===== src/rtl/mult_seq_32.sv =====
// Sequential 32x32 shift-add multiplier: one iteration per clock, 64-bit product on HI/LO.
// Define MULT_SEQ_SIGNED_EN for two's-complement operands using radix-2 Booth recoding.

module rc_add_sub_32 (
   input  logic [31:0] x,
   input  logic [31:0] y,
   input  logic        sna,
   output logic [31:0] s,
   output logic        co,
   output logic        ovf
);
   logic [32:0] c;
   logic [31:0] yb;

   // Subtract is x + ~y + 1: invert y and feed sna in as the carry.
   assign yb   = y ^ {32{sna}};
   assign c[0] = sna;

   genvar i;
   generate
      for (i = 0; i < 32; i++) begin : g_fa
         assign s[i]   = x[i] ^ yb[i] ^ c[i];
         assign c[i+1] = (x[i] & yb[i]) | (x[i] & c[i]) | (yb[i] & c[i]);
      end
   endgenerate

   assign co  = c[32];
   assign ovf = c[32] ^ c[31];
endmodule

module mult_seq_32 #(
   parameter int WIDTH = 32
) (
   input  logic             CLK,
   input  logic             RST,
   input  logic             START,
   input  logic [WIDTH-1:0] A,
   input  logic [WIDTH-1:0] B,
   output logic [WIDTH-1:0] HI,
   output logic [WIDTH-1:0] LO,
   output logic             BUSY,
   output logic             DONE
);
   typedef enum logic [1:0] {
      S_IDLE = 2'd0,
      S_BUSY = 2'd1,
      S_DONE = 2'd2
   } state_t;

   state_t           state;
   state_t           state_n;
   logic [WIDTH-1:0] mcand;
   logic [WIDTH-1:0] mq;
   logic [WIDTH-1:0] acc;
   logic [5:0]       cnt;
   logic             accept;
   logic             last_iter;
   logic             add_en;
   logic             sna;
   logic [31:0]      sum;
   logic [31:0]      sum_sel;
   logic             top_bit;
   logic [WIDTH-1:0] acc_n;
   logic [WIDTH-1:0] mq_n;

   assign accept    = START && (state != S_BUSY);
   assign last_iter = (cnt == 6'd31);

   always_ff @(posedge CLK or posedge RST) begin
      if (RST) state <= S_IDLE;
      else     state <= state_n;
   end

   always_comb begin
      state_n = state;
      case (state)
         S_IDLE:  if (START) state_n = S_BUSY;
         S_BUSY:  if (last_iter) state_n = S_DONE;
         S_DONE:  state_n = START ? S_BUSY : S_IDLE;
         default: state_n = S_IDLE;
      endcase
   end

`ifdef MULT_SEQ_SIGNED_EN
   logic q_prev;
   logic ovf;

   rc_add_sub_32 u_add (
      .x   (acc),
      .y   (mcand),
      .sna (sna),
      .s   (sum),
      .co  (),
      .ovf (ovf)
   );

   // Booth pair {mq[0], q_prev}: 01 adds, 10 subtracts, 00/11 just shift.
   always_comb begin
      add_en  = (mq[0] != q_prev);
      sna     = mq[0] & ~q_prev;
      sum_sel = add_en ? sum : acc;
      // Sign of the 33-bit result survives overflow of the 32-bit sum.
      top_bit = add_en ? (sum[31] ^ ovf) : acc[31];
   end
`else
   logic co;

   rc_add_sub_32 u_add (
      .x   (acc),
      .y   (mcand),
      .sna (sna),
      .s   (sum),
      .co  (co),
      .ovf ()
   );

   always_comb begin
      add_en  = mq[0];
      sna     = 1'b0;
      sum_sel = add_en ? sum : acc;
      top_bit = add_en ? co : 1'b0;
   end
`endif

   assign acc_n = {top_bit, sum_sel[31:1]};
   assign mq_n  = {sum_sel[0], mq[31:1]};

   always_ff @(posedge CLK or posedge RST) begin
      if (RST) begin
         mcand <= '0;
         mq    <= '0;
         acc   <= '0;
         cnt   <= '0;
         HI    <= '0;
         LO    <= '0;
         BUSY  <= 1'b0;
         DONE  <= 1'b0;
`ifdef MULT_SEQ_SIGNED_EN
         q_prev <= 1'b0;
`endif
      end else begin
         BUSY <= (state_n == S_BUSY);
         DONE <= (state_n == S_DONE);
         if (accept) begin
            mcand <= A;
            mq    <= B;
            acc   <= '0;
            cnt   <= '0;
`ifdef MULT_SEQ_SIGNED_EN
            q_prev <= 1'b0;
`endif
         end else if (state == S_BUSY) begin
            acc <= acc_n;
            mq  <= mq_n;
            cnt <= cnt + 6'd1;
`ifdef MULT_SEQ_SIGNED_EN
            q_prev <= mq[0];
`endif
            // Product lands on the same edge as the final iteration.
            if (last_iter) begin
               HI <= acc_n;
               LO <= mq_n;
            end
         end
      end
   end
endmodule

===== config.mk =====
export PLATFORM = sky130hd
export DESIGN_NAME = mult_seq_32
export DESIGN_NICKNAME = d
export VERILOG_FILES = /design/src/rtl/mult_seq_32.sv
export SDC_FILE = /design/constraint.sdc
export NUM_CORES = 1
export LEC_CHECK = 0
export ABC_CLOCK_PERIOD_IN_PS = 26700
export BUFFER_PORTS_ARGS = -buffer_cell sky130_fd_sc_hd__buf_2
export CAP_MARGIN = 20
export CORE_MARGIN = 4
export CORE_UTILIZATION = 40
export CTS_BUF_LIST = sky130_fd_sc_hd__clkbuf_8
export DETAILED_ROUTE_END_ITERATION = 6
export PLACE_DENSITY = 0.64
export SETUP_SLACK_MARGIN = 0.02
export SYNTH_ARGS = -nofsm -noshare
export SYNTH_HDL_FRONTEND = slang
export SYNTH_SLANG_ARGS = --single-unit
export TNS_END_PERCENT = 100

===== constraint.sdc =====
create_clock -name CLK -period 26.7 [get_ports CLK]
set_input_delay 4.005 -clock CLK [delete_from_list [all_inputs] [get_ports CLK]]
set_output_delay 4.005 -clock CLK [all_outputs]
set_load 0.005 [all_outputs]

==> impl_metrics.py, run 1 <==
metrics = {
    "status": {
        "outcome": "completed",
    },
    "routing": {
        "vias_per_cell": 4.688,
        "wl_met2_um": 6895,
        "dr_wl_met3_um": 865,
        "highest_layer": "met5",
        "first_iter_violations": 156,
        "drt_first_pass_iters": 4,
        "m1WireLength_um": 7013,
        "avgRoutedWirePerCell_um": 13.83,
        "vias": 5072,
        "wirelength_um": 14970,
        "drc": 0,
        "drtAntennaViolNets": 0,
    },
    "critical_path": {
        "endpoint_kind": "register",
        "reg2reg_to": "HI[30]$_DFFE_PP0P_",
        "cp_data_arrival_time_ns": 13.56,
        "worst-setup-path-type": "register to register",
        "cp-startpoint": "acc[0]$_DFFE_PP0P_",
        "reg2reg_slack_ns": 13.44,
        "rr_worst_depth": 36,
        "crit_required_ns": 27.00,
        "crit_top_cell": "fa_1",
        "timing.rr.start": "acc[0]$_DFFE_PP0P_",
        "cp-start-kind": "register",
        "critical_path.top_delay_family": "adder cells",
        "path_max_fanout": 3,
        "slowest_delay_ns": 0.41,
        "cp_num_buf_inv": 2,
        "crit_path_top_delay_cell": "fa_1",
    },
    "min_path": {
        "min_from": "cnt[5]$_DFFE_PP0P_",
        "min_path_cells": 1,
        "worstHoldEndpoint": "cnt[5]$_DFFE_PP0P_",
        "hold_class": "register to register",
    },
    "floorplanning": {
        "start_util_pct": 40.60,
        "dieArea_mm2": 0.02207,
        "num_rows": 51,
        "io_pins": 133,
        "coreArea_mm2": 0.01946,
        "fp.dieH_um": 148.5,
        "chipWidth_um": 148.5,
    },
    "layout": {
        "regArea_mm2": 0.004255,
        "drive_above_1_share_pct": 29.50,
        "multi_input_area_mm2": 0.003102,
        "final_nets": 904,
        "n_antenna_cell": 0,
        "stdcell_area_mm2": 0.009214,
        "area_growth_pct": 16.61,
        "fill_cells": 1819,
    },
    "power": {
        "p_per_area_mw_per_mm2": 90.77,
        "p_leak_uw": 0.004519,
        "vdd_drop_max_v": 0.00003992,
    },
    "grt": {
        "grt_pass1_vias": 5124,
        "grt_max_degree": 94,
        "grt_overflow": 0,
        "grt_pass1_wl_um": 25760,
        "antenna_found_initial": 2,
        "track_usage_pct": 14.49,
    },
    "placement": {
        "place.gp.congestion": 0.7398,
        "dp_hpwl_um": 10090,
        "pre_cts_ws_ns": 13.40,
        "dpl_cell_area_mm2": 0.008767,
        "io_buffer_count": 132,
    },
    "clocking": {
        "postCtsSetupBuffers": 0,
        "path_clk_slew_ns": 0.09,
        "cts_tree": "built",
        "ctsHoldBuffers": 0,
        "clock_latency_ns": 0.45,
        "cts_max_path_buffers": 2,
        "post_cts_resized": 0,
        "cts.htree.levels": 4,
        "cts_buffers": 17,
        "cts-root-buf": "clkbuf_8",
        "cts.sinks": 170,
    },
    "timing": {
        "fmax_mhz": 75.43,
        "tightest_slew_ns": 0.9232,
        "rsz0062_at_grt": "false",
        "slew_violations": 0,
        "tns_ns": 0,
        "relSlewSlack_pct": 38.46,
        "period_minus_slack_ns": 13.26,
        "fin_skew_ns": 0.01374,
        "fin_ws_ns": 13.44,
        "finalSetupViolations": 0,
        "finalHoldViolCount": 0,
        "period_share_pct": 49.65,
    },
    "logic_synthesis": {
        "synth_cell_type_count": 25,
        "syn-num-nets": 787,
        "ys_seq_area_share_pct": 53.84,
        "ys_warn_count": 0,
        "synth-seq-cells": 170,
        "synth_cells": 687,
        "syn_area_mm2": 0.007901,
        "synth_area_per_cell_um2": 11.50,
    },
    "run": {
        "max-cap-violations": 0,
    },
}
[final cells by class]
class                   instances  area share (%)
flip-flops and latches        170           46.18
multi-input cells             378           33.66
repair buffers                139           7.958
clock inverters                15           2.010
inverters                      98           4.047
well taps                     265           3.599
clock buffers                  17           2.539
[cells in the mapped netlist]
| cell | n | share of area (%) |
|---|---|---|
| buf_4 | 3 | 0.29 |
| and2b_1 | 1 | 0.095 |
| nand3b_1 | 1 | 0.095 |
| o21ai_0 | 99 | 6.3 |
| nand2_1 | 66 | 3.1 |
| inv_1 | 98 | 4.7 |
| mux2_2 | 58 | 8.3 |
| o22ai_1 | 2 | 0.16 |
| clkbuf_1 | 26 | 1.2 |
| nand2b_1 | 1 | 0.079 |
| and3b_1 | 1 | 0.11 |
| dfrtp_1 | 170 | 54 |
| mux2i_1 | 67 | 8.5 |
| o211ai_1 | 1 | 0.095 |
| buf_6 | 2 | 0.29 |
| mux2_1 | 1 | 0.14 |
| buf_2 | 10 | 0.63 |
| nand4b_2 | 1 | 0.19 |
| nand3_1 | 36 | 2.3 |
| mux2_4 | 6 | 1.1 |
| ha_1 | 2 | 0.32 |
| xor2_1 | 1 | 0.11 |
| and3_1 | 1 | 0.079 |
| fa_1 | 31 | 7.9 |
| nand4_1 | 2 | 0.16 |
[worst register-to-register path: cells and delay by family (launching register included)]
kind	cells	cell delay (ns)
adder cells (fa/ha/maj)	32	12.38
flip-flops	1	0.37
multiplexers	2	0.26
buffers and inverters	2	0.11
[placed cells by master, fill, tap and decap left out]
cell type,n
mux2_2,58
clkinvlp_4,2
nand4_1,2
inv_1,97
buf_4,6
dfrtp_2,1
and3_1,1
nand4b_4,1
fa_1,31
clkinv_2,2
mux2i_1,67
o22ai_1,2
nand3_1,36
and3b_1,1
nand2b_2,1
dfrtp_1,169
clkbuf_8,17
ha_1,2
mux2_1,1
o211ai_1,1
clkinv_4,2
inv_6,7
mux2_4,6
xor2_1,1
bufinv_16,3
and2b_2,1
nand2_2,1
o21ai_0,99
buf_2,132
nand2_1,65
buf_16,1
nand3b_1,1
[where the power goes]
group	internal (µW)	switching [µW]	leakage [µW]
logic	116	142	0.00230
registers	329	56.4	0.00201
clock network	94.2	98.5	0.000208
[worst max path at each step]
stage	endpoint	slack, ns	cells after the start
finish	HI[30]$_DFFE_PP0P_	13.44	36
global route	acc[30]$_DFFE_PP0P_	13.05	36
CTS	acc[30]$_DFFE_PP0P_	13.38	36
detailed placement	acc[30]$_DFFE_PP0P_	13.40	36
global placement	HI[30]$_DFFE_PP0P_	13.58	36
floorplan	acc[30]$_DFFE_PP0P_	14.01	36
[logic make-up after synthesis]
kind of cell	synth area share [%]
AO/OA/AOI/OAI	6.524
XOR/XNOR	0.1109
adder cells (fa/ha/maj)	8.171
buffers and inverters	7.094
flip-flops	53.84
multiplexers	18.04
AND/OR/NAND/NOR	6.223
[state kept, by name (all words and copies together), names as in the netlist]
signal	flops
HI	32
LO	32
acc	32
mcand	32
mq	32
cnt	6
state	2
BUSY	1
DONE	1
[stage by stage]
stage               util [%]  cells  hold WS (ns)  total power [µW]
detailed placement     45.05   1049        0.4822             655.3
global route           47.34   1082        0.5181             919.5
floorplan                  -    687        0.4456             585.2
finish                 47.34   1082        0.4925             836.3
CTS                    47.20   1081        0.4938             851.4
global placement       45.05   1049        0.4764             641.6
[per-layer routing]
metal	global-route usage, %	vias up
met2	22.16	99
met4	3.834	4
met1	20.26	2474
met3	4.449	16
met5	0	-
li1	-	2479
(Power assumes the default switching activity.)
==> run 2, diff against run 1 <==
--- a/config.mk
+++ b/config.mk
@@ -5,7 +5,7 @@
 export SDC_FILE = /design/constraint.sdc
 export NUM_CORES = 1
 export LEC_CHECK = 0
-export ABC_CLOCK_PERIOD_IN_PS = 26700
+export ABC_CLOCK_PERIOD_IN_PS = 12300
 export BUFFER_PORTS_ARGS = -buffer_cell sky130_fd_sc_hd__buf_2
 export CAP_MARGIN = 20
 export CORE_MARGIN = 4
==> constraint.sdc (replaced) <==
create_clock -name CLK -period 12.3 [get_ports CLK]
set_input_delay 1.845 -clock CLK [delete_from_list [all_inputs] [get_ports CLK]]
set_output_delay 1.845 -clock CLK [all_outputs]
set_load 0.005 [all_outputs]
==> run 2 against run 1 <==
Compared with the run above:
- core utilization is 0.25 points higher
- critical path depth unchanged
- register-to-register slack worse by 13 ns
- final area is 0.53% higher
- sequential share of layout area down 0.24 points
- global-route usage grew 0.23 points
- clock skew shrank 0.0028 ns
- first-iteration DRC count grew 24%
- non-clock buffer count up 3
- wire length rose by 2.0%
- clock power grew 98%
- count of clock-buffer cells in the layout unchanged
- largest cell class unchanged
- largest power group unchanged
==> impl_metrics.py, run 2 (same netlist as run 1, synthesis figures left out) <==
metrics = {
    "status": {
        "outcome": "completed",
    },
    "layout": {
        "multi_input_area_mm2": 0.003172,
        "final_common_cell": "dfrtp_1",
        "stdcell_area_mm2": 0.009263,
        "regArea_mm2": 0.004255,
        "drive_above_1_share_pct": 33.17,
        "n_antenna_cell": 0,
        "final_cell_mix": "dfrtp_1 (169), buf_2 (132), o21ai_0 (99)",
        "final_nets": 907,
        "area_growth_pct": 17.23,
        "fill_cells": 1804,
    },
    "critical_path": {
        "worst-setup-path-type": "register to register",
        "reg2reg_to": "acc[30]$_DFFE_PP0P_",
        "endpoint_kind": "register",
        "cp_data_arrival_time_ns": 12.25,
        "rr_worst_depth": 36,
        "cp-start-kind": "register",
        "crit_top_cell": "fa_2",
        "slowest_delay_ns": 0.40,
        "timing.rr.start": "mcand[0]$_DFFE_PP0P_",
        "cp_num_buf_inv": 2,
        "crit_path_top_delay_cell": "fa_1",
        "path_max_fanout": 2,
        "crit_required_ns": 12.61,
        "critical_path.top_delay_family": "adder cells",
        "crit_end": "acc[30]$_DFFE_PP0P_",
        "reg2reg_slack_ns": 0.36,
        "cp-startpoint": "mcand[0]$_DFFE_PP0P_",
        "crit_cells": 36,
    },
    "timing": {
        "tightest_slew_ns": 0.9413,
        "fin_ws_ns": 0.3556,
        "slew_violations": 0,
        "relSlewSlack_pct": 37.25,
        "finalHoldViolCount": 0,
        "finalSetupViolations": 0,
        "hold_ws_ns": 0.5014,
        "period_share_pct": 97.11,
        "period_minus_slack_ns": 11.94,
        "rsz0062_at_grt": "false",
        "tns_ns": 0,
        "fmax_mhz": 83.72,
        "fin_skew_ns": 0.01097,
    },
    "clocking": {
        "cts-root-buf": "clkbuf_8",
        "cts_max_path_buffers": 2,
        "cts_tree": "built",
        "cts_buffers": 17,
        "cts.sinks": 170,
        "ctsHoldBuffers": 0,
        "clock_latency_ns": 0.45,
        "path_clk_slew_ns": 0.09,
        "cts.htree.levels": 4,
    },
    "power": {
        "p_leak_uw": 0.004478,
        "p_per_area_mw_per_mm2": 195.8,
        "vdd_drop_max_v": 0.00007985,
        "power.total_uw": 1813,
    },
    "routing": {
        "drtAntennaViolNets": 0,
        "m1WireLength_um": 7191,
        "avgRoutedWirePerCell_um": 14.07,
        "highest_layer": "met5",
        "drt_first_pass_iters": 4,
        "vias_per_cell": 4.664,
        "dr_wl_met3_um": 692,
        "wl_met2_um": 7185,
        "wirelength_um": 15260,
        "vias": 5060,
        "drc": 0,
        "first_iter_violations": 193,
    },
    "run": {
        "max-cap-violations": 0,
    },
    "floorplanning": {
        "coreArea_mm2": 0.01946,
        "chipWidth_um": 148.5,
        "dieArea_mm2": 0.02207,
        "fp.dieH_um": 148.5,
        "io_pins": 133,
        "start_util_pct": 40.60,
        "num_rows": 51,
    },
    "placement": {
        "pre_cts_ws_ns": -0.4682,
        "io_buffer_count": 132,
        "dp_hpwl_um": 10030,
        "place.gp.congestion": 0.7439,
        "dpl_cell_area_mm2": 0.008810,
    },
    "grt": {
        "grt_pass1_wl_um": 26200,
        "grt_max_degree": 116,
        "grt_pass1_vias": 5257,
        "grt_overflow": 0,
        "antenna_found_initial": 1,
        "track_usage_pct": 14.72,
    },
    "min_path": {
        "hold_class": "register to register",
    },
}
## run 2: changes by cell type in the layout (fill, tap and decap cells not counted)
cell | previous run | this run
buf_4 | 6 | 9
bufinv_16 | 3 | 1
clkinv_2 | 2 | 1
clkinvlp_4 | 2 | 6
fa_1 | 31 | 3
fa_2 | 0 | 28
inv_6 | 7 | 6
## run 2: what timing repair did
item                       4_1_cts  5_1_grt
gates resized for setup         12        5
pin swaps                        1        1
setup endpoints to repair        6        3
setup buffers                    1        0
## run 2: worst register-to-register path: cells and delay by family (launching register included)
kind            cells  cell delay (ns)
buf+inv             2             0.13
compound gates      1             0.10
flops               1             0.36
mux                 1             0.17
fa+ha+maj          32            11.07
## run 2: power by group
group | switching [µW] | total [µW] | internal (µW)
clock network | 220 | 383 | 163
logic | 318 | 592 | 274
registers | 125 | 838 | 713
## run 2: through the flow
step	cells	util [%]
2_1_floorplan	687	-
3_3_place_gp	1051	45.27
3_5_place_dp	1051	45.27
4_1_cts	1084	47.39
5_1_grt	1085	47.59
6_report	1085	47.59
## run 2: worst min path at each step
stage | start | to | slack (ns) | cells past startpoint
after floorplan | cnt[5]$_DFFE_PP0P_ | cnt[5]$_DFFE_PP0P_ | 0.45 | 1
after global placement | cnt[5]$_DFFE_PP0P_ | cnt[5]$_DFFE_PP0P_ | 0.47 | 1
after detailed placement | cnt[3]$_DFFE_PP0P_ | cnt[3]$_DFFE_PP0P_ | 0.48 | 1
after CTS | cnt[3]$_DFFE_PP0P_ | cnt[3]$_DFFE_PP0P_ | 0.50 | 1
after global routing | LO[22]$_DFFE_PP0P_ | LO[22]$_DFFE_PP0P_ | 0.52 | 1
final | cnt[3]$_DFFE_PP0P_ | cnt[3]$_DFFE_PP0P_ | 0.50 | 1
## run 2: final cells by class
class                           count  area share [%]
Clock inverter                     15           1.526
Tap cell                          265           3.580
Sequential cell                   170           45.94
Timing Repair Buffer              142           8.159
Inverter                           98           4.025
Multi-Input combinational cell    378           34.24
Clock buffer                       17           2.526
## run 2: metal layers
metal	vias up	global-route usage [%]
met1	2456	19.97
met3	16	3.931
met2	96	23.51
met4	2	4.157
li1	2490	-
met5	-	0
==> run 3, diff against run 2 <==
--- a/config.mk
+++ b/config.mk
@@ -5,7 +5,7 @@
 export SDC_FILE = /design/constraint.sdc
 export NUM_CORES = 1
 export LEC_CHECK = 0
-export ABC_CLOCK_PERIOD_IN_PS = 12300
+export ABC_CLOCK_PERIOD_IN_PS = 13300
 export BUFFER_PORTS_ARGS = -buffer_cell sky130_fd_sc_hd__buf_2
 export CAP_MARGIN = 20
 export CORE_MARGIN = 4
==> constraint.sdc (replaced) <==
create_clock -name CLK -period 13.3 [get_ports CLK]
set_input_delay 1.995 -clock CLK [delete_from_list [all_inputs] [get_ports CLK]]
set_output_delay 1.995 -clock CLK [all_outputs]
set_load 0.005 [all_outputs]
==> run 3 against run 2 <==
Compared with the run above:
- hold slack got worse by 0.011 ns
- count of clock-buffer cells in the layout unchanged
- worst setup slack improved by 0.012 ns
- via count decreased by 1.5%
- critical path depth unchanged
- largest power group unchanged
- wire length decreased by 1.2%
- non-clock buffer count decreased by 3
- sequential share of layout area increased by 0.24 points
- first-iteration DRC count decreased by 11%
==> impl_metrics.py, run 3 (same netlist as run 1, synthesis figures left out) <==
metrics = {
    "floorplanning": {
        "fp.dieH_um": 148.5,
        "start_util_pct": 40.60,
        "dieArea_mm2": 0.02207,
        "num_rows": 51,
        "io_pins": 133,
        "chipWidth_um": 148.5,
        "coreArea_mm2": 0.01946,
    },
    "critical_path": {
        "crit_path_top_delay_cell": "fa_1",
        "endpoint_kind": "register",
        "path_max_fanout": 3,
        "worst-setup-path-type": "register to register",
        "timing.rr.start": "acc[0]$_DFFE_PP0P_",
        "crit_required_ns": 13.61,
        "cp-start-kind": "register",
        "rr_worst_depth": 36,
        "crit_top_cell": "fa_1",
        "slowest_delay_ns": 0.41,
        "cp_data_arrival_time_ns": 13.24,
        "reg2reg_slack_ns": 0.37,
        "reg2reg_to": "acc[30]$_DFFE_PP0P_",
    },
    "status": {
        "outcome": "completed",
    },
    "power": {
        "switching_share_pct": 35.65,
        "vdd_drop_max_v": 0.00007686,
        "p_int_uw": 1089,
        "p_seq_share_pct": 45.8,
        "clkPwrFrac_pct": 22.9,
        "power.total_uw": 1692,
        "power.switching_uw": 603.3,
        "p_comb_share_pct": 31.3,
        "p_per_area_mw_per_mm2": 183.7,
        "p_leak_uw": 0.004508,
    },
    "grt": {
        "track_usage_pct": 14.47,
        "grt_pass1_wl_um": 25600,
        "antenna_found_initial": 1,
        "grt_pass1_vias": 5124,
        "grt_overflow": 0,
        "grt_max_degree": 94,
    },
    "clocking": {
        "cts_buffers": 17,
        "cts_max_path_buffers": 2,
        "cts_tree": "built",
        "cts.sinks": 170,
        "ctsHoldBuffers": 0,
        "path_clk_slew_ns": 0.09,
        "clock_latency_ns": 0.45,
        "cts-root-buf": "clkbuf_8",
        "cts.htree.levels": 4,
    },
    "layout": {
        "final_cell_mix": "dfrtp_1 (169), buf_2 (132), o21ai_0 (99)",
        "fill_cells": 1804,
        "drive_above_1_share_pct": 30.35,
        "area_growth_pct": 16.61,
        "n_antenna_cell": 0,
        "layout.cells.non_filler": 1082,
        "stdcell_area_mm2": 0.009214,
        "final_nets": 904,
        "final_common_cell": "dfrtp_1",
    },
    "routing": {
        "first_iter_violations": 172,
        "vias": 4982,
        "vias_per_cell": 4.604,
        "drtAntennaViolNets": 0,
        "avgRoutedWirePerCell_um": 13.94,
        "wirelength_um": 15080,
        "drt_first_pass_iters": 4,
        "drc": 0,
    },
    "timing": {
        "period_share_pct": 97.24,
        "slew_violations": 0,
        "tns_ns": 0,
        "fmax_mhz": 77.32,
        "finalSetupViolations": 0,
        "rsz0062_at_grt": "false",
        "finalHoldViolCount": 0,
        "tightest_slew_ns": 0.9629,
        "period_minus_slack_ns": 12.93,
        "fin_skew_ns": 0.01386,
        "relSlewSlack_pct": 35.80,
    },
    "placement": {
        "place.gp.congestion": 0.7399,
        "io_buffer_count": 132,
        "dp_cells": 1049,
        "dp_hpwl_um": 10060,
        "dpl_cell_area_mm2": 0.008767,
    },
    "run": {
        "max-cap-violations": 0,
    },
    "min_path": {
        "worstHoldEndpoint": "cnt[5]$_DFFE_PP0P_",
        "min_path_cells": 1,
        "hold_class": "register to register",
        "min_from": "cnt[5]$_DFFE_PP0P_",
    },
}
-- run 3: cell count changes in the layout (fill, tap and decap cells not counted), moves of 2 or more --
| cell | previous run | this run |
|---|---|---|
| fa_2 | 28 | 7 |
| fa_1 | 3 | 24 |
| buf_4 | 9 | 7 |
| clkinvlp_4 | 6 | 2 |
| bufinv_16 | 1 | 3 |
-- run 3: power by group through the flow --
stage | clock [µW] | combinational, µW | sequential [µW]
2_1_floorplan | 0 | 437 | 738
3_3_place_gp | 0 | 506 | 782
3_5_place_dp | 0 | 531 | 785
4_1_cts | 405 | 536 | 776
5_1_grt | 427 | 637 | 801
6_report | 388 | 529 | 775
-- run 3: through the flow --
step | worst slack, ns | hold WS [ns] | utilization, %
after floorplan | 0.6057 | 0.4456 | -
after global placement | 0.1791 | 0.4768 | 45.05
after detailed placement | 0.02536 | 0.4816 | 45.05
after CTS | 0.03695 | 0.4932 | 47.23
after global routing | 0.008960 | 0.5177 | 47.34
final | 0.3674 | 0.4901 | 47.34
-- run 3: worst max path at each step --
stage / from / endpoint / slack, ns / depth (start not counted)
floorplan: acc[0]$_DFFE_PP0P_ / acc[30]$_DFFE_PP0P_ / 0.61 / 36
global placement: acc[0]$_DFFE_PP0P_ / HI[30]$_DFFE_PP0P_ / 0.18 / 36
detailed placement: acc[0]$_DFFE_PP0P_ / acc[30]$_DFFE_PP0P_ / 0.03 / 36
CTS: acc[0]$_DFFE_PP0P_ / acc[30]$_DFFE_PP0P_ / 0.04 / 36
global route: acc[0]$_DFFE_PP0P_ / acc[30]$_DFFE_PP0P_ / 0.009 / 36
finish: acc[0]$_DFFE_PP0P_ / acc[30]$_DFFE_PP0P_ / 0.37 / 36
-- run 3: repair_timing --
item / CTS / global route
endpoints found under the setup margin: 2 / 5
setup buffers: 0 / 1
resized for setup: 1 / 6
-- run 3: area by class of cell --
type / instances / area [µm²] / area share, %
tap: 265 / 331.6 / 3.599
clock inverter: 15 / 187.7 / 2.037
sequential: 170 / 4255 / 46.18
timing repair buffer: 139 / 713.2 / 7.740
clock buffer: 17 / 234.0 / 2.539
inverter: 98 / 372.9 / 4.047
multi-input combinational: 378 / 3119 / 33.85
-- run 3: metal layers --
layer	routed length (µm)	track usage, %
met2	6928	22.41
met5	7	0
met1	7133	20.01
met3	836	4.113
met4	174	4.203
-- run 3: critical path: cells and delay by family, from the launching register on --
family | cells | cell delay, ns
multiplexers | 1 | 0.17
flip-flops | 1 | 0.38
buffers and inverters | 2 | 0.12
adder cells (fa/ha/maj) | 32 | 12.01
AO/OA/AOI/OAI | 1 | 0.10
